<file path="src/rtl/id_ex_hazard_ctrl.sv">
// id_ex_hazard_ctrl: load-use bubble, redirect flush and memory freeze for IF/ID and ID/EX.
// Perf counters stall_cycles / flush_events exist only when STALL_COUNTERS_EN is defined.
module id_ex_hazard_ctrl #(
    parameter int CORE         = 0,
    parameter int ADDRESS_BITS = 20,
    parameter int FLUSH_CYCLES = 1
) (
    input  logic                    clock,
    input  logic                    reset,
    input  logic [4:0]              id_rs1,
    input  logic [4:0]              id_rs2,
    input  logic                    id_uses_rs1,
    input  logic                    id_uses_rs2,
    input  logic [6:0]              ex_opcode,
    input  logic [4:0]              ex_rd,
    input  logic                    ex_redirect,
    input  logic [ADDRESS_BITS-1:0] ex_target,
    input  logic                    mem_busy,
    output logic                    pc_stall,
    output logic                    if_id_stall,
    output logic                    if_id_flush,
    output logic                    id_ex_stall,
    output logic                    id_ex_flush,
    output logic                    redirect_valid,
    output logic [ADDRESS_BITS-1:0] redirect_PC,
    output logic [1:0]              hazard_state,
    output logic [31:0]             stall_cycles,
    output logic [31:0]             flush_events
);

    typedef enum logic [1:0] {
        RUN      = 2'd0,
        FLUSH    = 2'd1,
        MEM_WAIT = 2'd2
    } state_t;

    localparam logic [6:0] OP_LOAD    = 7'b0000011;
    localparam logic [2:0] FLUSH_LOAD = 3'(FLUSH_CYCLES - 1);

    if (FLUSH_CYCLES < 1 || FLUSH_CYCLES > 7 || CORE < 0) begin : g_param_check
        $error("id_ex_hazard_ctrl: illegal parameter value");
    end

    state_t     state_q, state_d;
    state_t     saved_q, saved_d;
    state_t     eval_state;
    logic [2:0] cnt_q, cnt_d;
    logic       load_use;

    assign load_use = (ex_opcode == OP_LOAD) && (ex_rd != 5'd0) &&
                      ((id_uses_rs1 && (id_rs1 == ex_rd)) ||
                       (id_uses_rs2 && (id_rs2 == ex_rd)));

    // Leaving MEM_WAIT resumes the saved state within the same cycle.
    assign eval_state = (state_q == MEM_WAIT) ? saved_q : state_q;

    always_comb begin
        state_d        = state_q;
        saved_d        = saved_q;
        cnt_d          = cnt_q;
        pc_stall       = 1'b0;
        if_id_stall    = 1'b0;
        if_id_flush    = 1'b0;
        id_ex_stall    = 1'b0;
        id_ex_flush    = 1'b0;
        redirect_valid = 1'b0;
        redirect_PC    = '0;
        if (reset) begin
            if_id_flush = 1'b1;
            id_ex_flush = 1'b1;
        end else if (mem_busy) begin
            pc_stall    = 1'b1;
            if_id_stall = 1'b1;
            id_ex_stall = 1'b1;
            state_d     = MEM_WAIT;
            if (state_q != MEM_WAIT) saved_d = state_q;
        end else begin
            unique case (eval_state)
                FLUSH: begin
                    if_id_flush = 1'b1;
                    id_ex_flush = 1'b1;
                    cnt_d       = cnt_q - 3'd1;
                    state_d     = (cnt_q == 3'd1) ? RUN : FLUSH;
                end
                default: begin
                    state_d = RUN;
                    if (ex_redirect) begin
                        redirect_valid = 1'b1;
                        redirect_PC    = ex_target;
                        if_id_flush    = 1'b1;
                        id_ex_flush    = 1'b1;
                        if (FLUSH_CYCLES > 1) begin
                            state_d = FLUSH;
                            cnt_d   = FLUSH_LOAD;
                        end
                    end else if (load_use) begin
                        pc_stall    = 1'b1;
                        if_id_stall = 1'b1;
                        id_ex_flush = 1'b1;
                    end
                end
            endcase
        end
    end

    always_ff @(posedge clock) begin
        if (reset) begin
            state_q <= RUN;
            saved_q <= RUN;
            cnt_q   <= 3'd0;
        end else begin
            state_q <= state_d;
            saved_q <= saved_d;
            cnt_q   <= cnt_d;
        end
    end

    assign hazard_state = reset ? 2'd0 : state_q;

`ifdef STALL_COUNTERS_EN
    logic [31:0] stall_cycles_q, stall_cycles_d;
    logic [31:0] flush_events_q, flush_events_d;

    always_comb begin
        stall_cycles_d = stall_cycles_q;
        flush_events_d = flush_events_q;
        if (pc_stall && (stall_cycles_q != 32'hFFFF_FFFF))
            stall_cycles_d = stall_cycles_q + 32'd1;
        if (redirect_valid && (flush_events_q != 32'hFFFF_FFFF))
            flush_events_d = flush_events_q + 32'd1;
    end

    always_ff @(posedge clock) begin
        if (reset) begin
            stall_cycles_q <= 32'd0;
            flush_events_q <= 32'd0;
        end else begin
            stall_cycles_q <= stall_cycles_d;
            flush_events_q <= flush_events_d;
        end
    end

    assign stall_cycles = reset ? 32'd0 : stall_cycles_q;
    assign flush_events = reset ? 32'd0 : flush_events_q;
`else
    assign stall_cycles = 32'd0;
    assign flush_events = 32'd0;
`endif

endmodule
</file>
<file path="config.mk">
export PLATFORM = sky130hd
export DESIGN_NAME = id_ex_hazard_ctrl
export DESIGN_NICKNAME = d
export VERILOG_FILES = /design/src/rtl/id_ex_hazard_ctrl.sv
export SDC_FILE = /design/constraint.sdc
export NUM_CORES = 1
export LEC_CHECK = 0
export CAP_MARGIN = 15
export CORE_MARGIN = 1.5
export CORE_UTILIZATION = 29
export CTS_BUF_LIST = sky130_fd_sc_hd__clkbuf_2 sky130_fd_sc_hd__clkbuf_4 sky130_fd_sc_hd__clkbuf_8
export CTS_CLUSTER_DIAMETER = 120
export DETAILED_ROUTE_END_ITERATION = 10
export PLACE_DENSITY = 0.95
export SLEW_MARGIN = 40
export SYNTH_ARGS = -nofsm -noshare
export SYNTH_HDL_FRONTEND = slang
export SYNTH_SLANG_ARGS = --single-unit
</file>
<file path="constraint.sdc">
create_clock -name clock -period 3.62 [get_ports clock]
set_input_delay 0.362 -clock clock [delete_from_list [all_inputs] [get_ports clock]]
set_output_delay 0.362 -clock clock [all_outputs]
set_load 0.02 [all_outputs]
</file>
==> out/metrics.cfg <==
[status]
status=finished, final reports clean

[sta]
rsz0062_at_grt=false
fmax_mhz=336
period_needed_ns=2.97
period_share_pct=82.2
finalSetupViolCount=0
drv_slew=0
tns_ns=0
final-hold-violation-count=0
skew_ns=0.00239

[final_layout]
areaGrowthSynthToFinish_pct=52.2
post-route-util_pct=46.9
drive_gt1_share_pct=3.56
final_area_um2=1750
nFillCells=377
fin_nets=276
final-seq-area_um2=140
antennaDiodeCount=0
multiInputGateArea_um2=728

[yosys]
yosysUniqueCellTypes=29
synthFlopType=dfxtp_1
yosysTopAreaCell=buf_4
synth.avg_cell_area_um2=7.68
ys_seq_area_share_pct=12.2
synth_edf_count=0
yosysTopAreaCellShare_pct=42.3
synthMostInstantiatedCell=buf_4
yosys-top-cells-area=buf_4 42%, dfxtp_1 12%, and2_1 11%
synth_area_um2=1150
synthCells=150
yosys-top-cells-count=65 x buf_4, 20 x and2_1, 8 x xor2_1
synthArstFlopShare_pct=0
ys_seq_elements=7
yosysWarnings=0

[pwr]
p_leak_nw=0.782
p_total_mw=0.368
powerDensity_nw_per_um2=210
peakVddDrop_v=0.000271

[critical_path]
crit_path_end_kind=output port
reg2reg_depth=4
worst_setup_path_start_kind=primary input
cp_max_fo=3
worstSetupPathType=in -> out
crit_required_ns=3.26
arrival_ns=2.61

[floorplan]
chipHeight_um=66.0
start_util_pct=30.8
core_um2=3740
die_area_um2=4360
pin_count=140
die_x_um=66.0
rows=22

[cts]
hold_buffers=0
cts_tree=done
cts_inserted_buffers=3
post_cts_buffers=0
ctsRootBufferMaster=clkbuf_8
cts_resized=0
h-tree-depth=1
clk_latency_ns=0.23
clock_sinks=7
path_clk_slew_ns=0.04
clk_path_buf_depth=2

[global_routing]
grt_pass1_wl_mm=3.76
grt_max_degree=22
grt_antenna_before_repair=0
grt_usage_pct=11.2
grt_pass1_vias=863
overflow=0

[drt]
ant_nets=0
drcViolationCount=0
viasPerCell=3.71
wl_mm=2.62
drt_iter0_drc=11
vias=1012
firstDrtPassIters=4
post_drt_wl_per_cell_um=9.58

[place]
dp_hpwl_mm=2.32
placedInstanceArea_um2=1710
gp_congestion=0.788
io_buffers=75

[hold_path]
whs_path_depth=2
min_path_type=reg -> reg

[run]
maxCapViolCount=0

[routing by layer]
metal	global-route usage (%)	up-vias	routed length, µm
met5	0	-	0
met4	5.36	0	31
met3	3.58	4	353
met2	22.3	78	1360
met1	10.0	435	866
li1	-	495	-
[worst max-delay path: stages]
cell,delay [ns]
clkdlybuf4s50_1,0.48
xor2_1,0.19
nor4_1,0.37
a32oi_1,0.19
o21ai_0,0.34
clkdlybuf4s50_1,0.68
[final cells by class]
type                    count  area share, %
multi-input cells         133           41.5
flip-flops and latches      7           7.99
inverters                   5           1.07
repair buffers             76           43.2
clock buffers               4           2.78
well taps                  48           3.42
[power breakdown]
part | switching, mW | internal (mW)
sequential | 0.000694 | 0.0781
clock | 0.0328 | 0.0836
combinational | 0.0987 | 0.0738
[placed cells by master (no fill, tap or decap), types with 2 or more instances in the layout]
master	Yosys	routed
clkdlybuf4s50_1	0	75
conb_1	1	64
and2_1	20	20
xor2_1	8	8
dfxtp_1	7	7
inv_1	5	5
nor2b_1	5	5
nor2_1	5	5
xnor2_1	4	4
nand2_1	3	3
a21oi_1	3	3
clkbuf_8	0	3
nand2b_1	2	2
nor4_1	2	2
nor3b_1	2	2
a211oi_1	2	2
ha_1	2	2
[path summary, 6_finish.rpt]
kind | to | start | slack (ns)
max reg2reg | cnt_q[1] | state_q[0] | 2.36
max | pc_stall | ex_rd[3] | 0.65
min reg2reg | cnt_q[1] | cnt_q[1] | 0.50
min | cnt_q[1] | cnt_q[1] | 0.50
[logic make-up after synthesis]
family,synth area share (%)
compound gates,5.21
xor+xnor,9.12
fa+ha+maj,2.17
buf+inv,45.2
flops,12.2
other cells,0.325
simple gates,25.8
[registers in the layout, summed over array words and instances, names as in the netlist]
signal	flops
saved_q	2
cnt_q	3
state_q	2
[through the flow]
stage	setup slack [ns]	hold slack, ns	instances
2_1_floorplan	1.54	0.478	213
3_3_place_gp	0.858	0.487	269
3_5_place_dp	0.699	0.503	269
4_1_cts	0.693	0.508	273
5_1_grt	0.556	0.515	273
6_report	0.646	0.499	273
(Power assumes the default switching activity.)
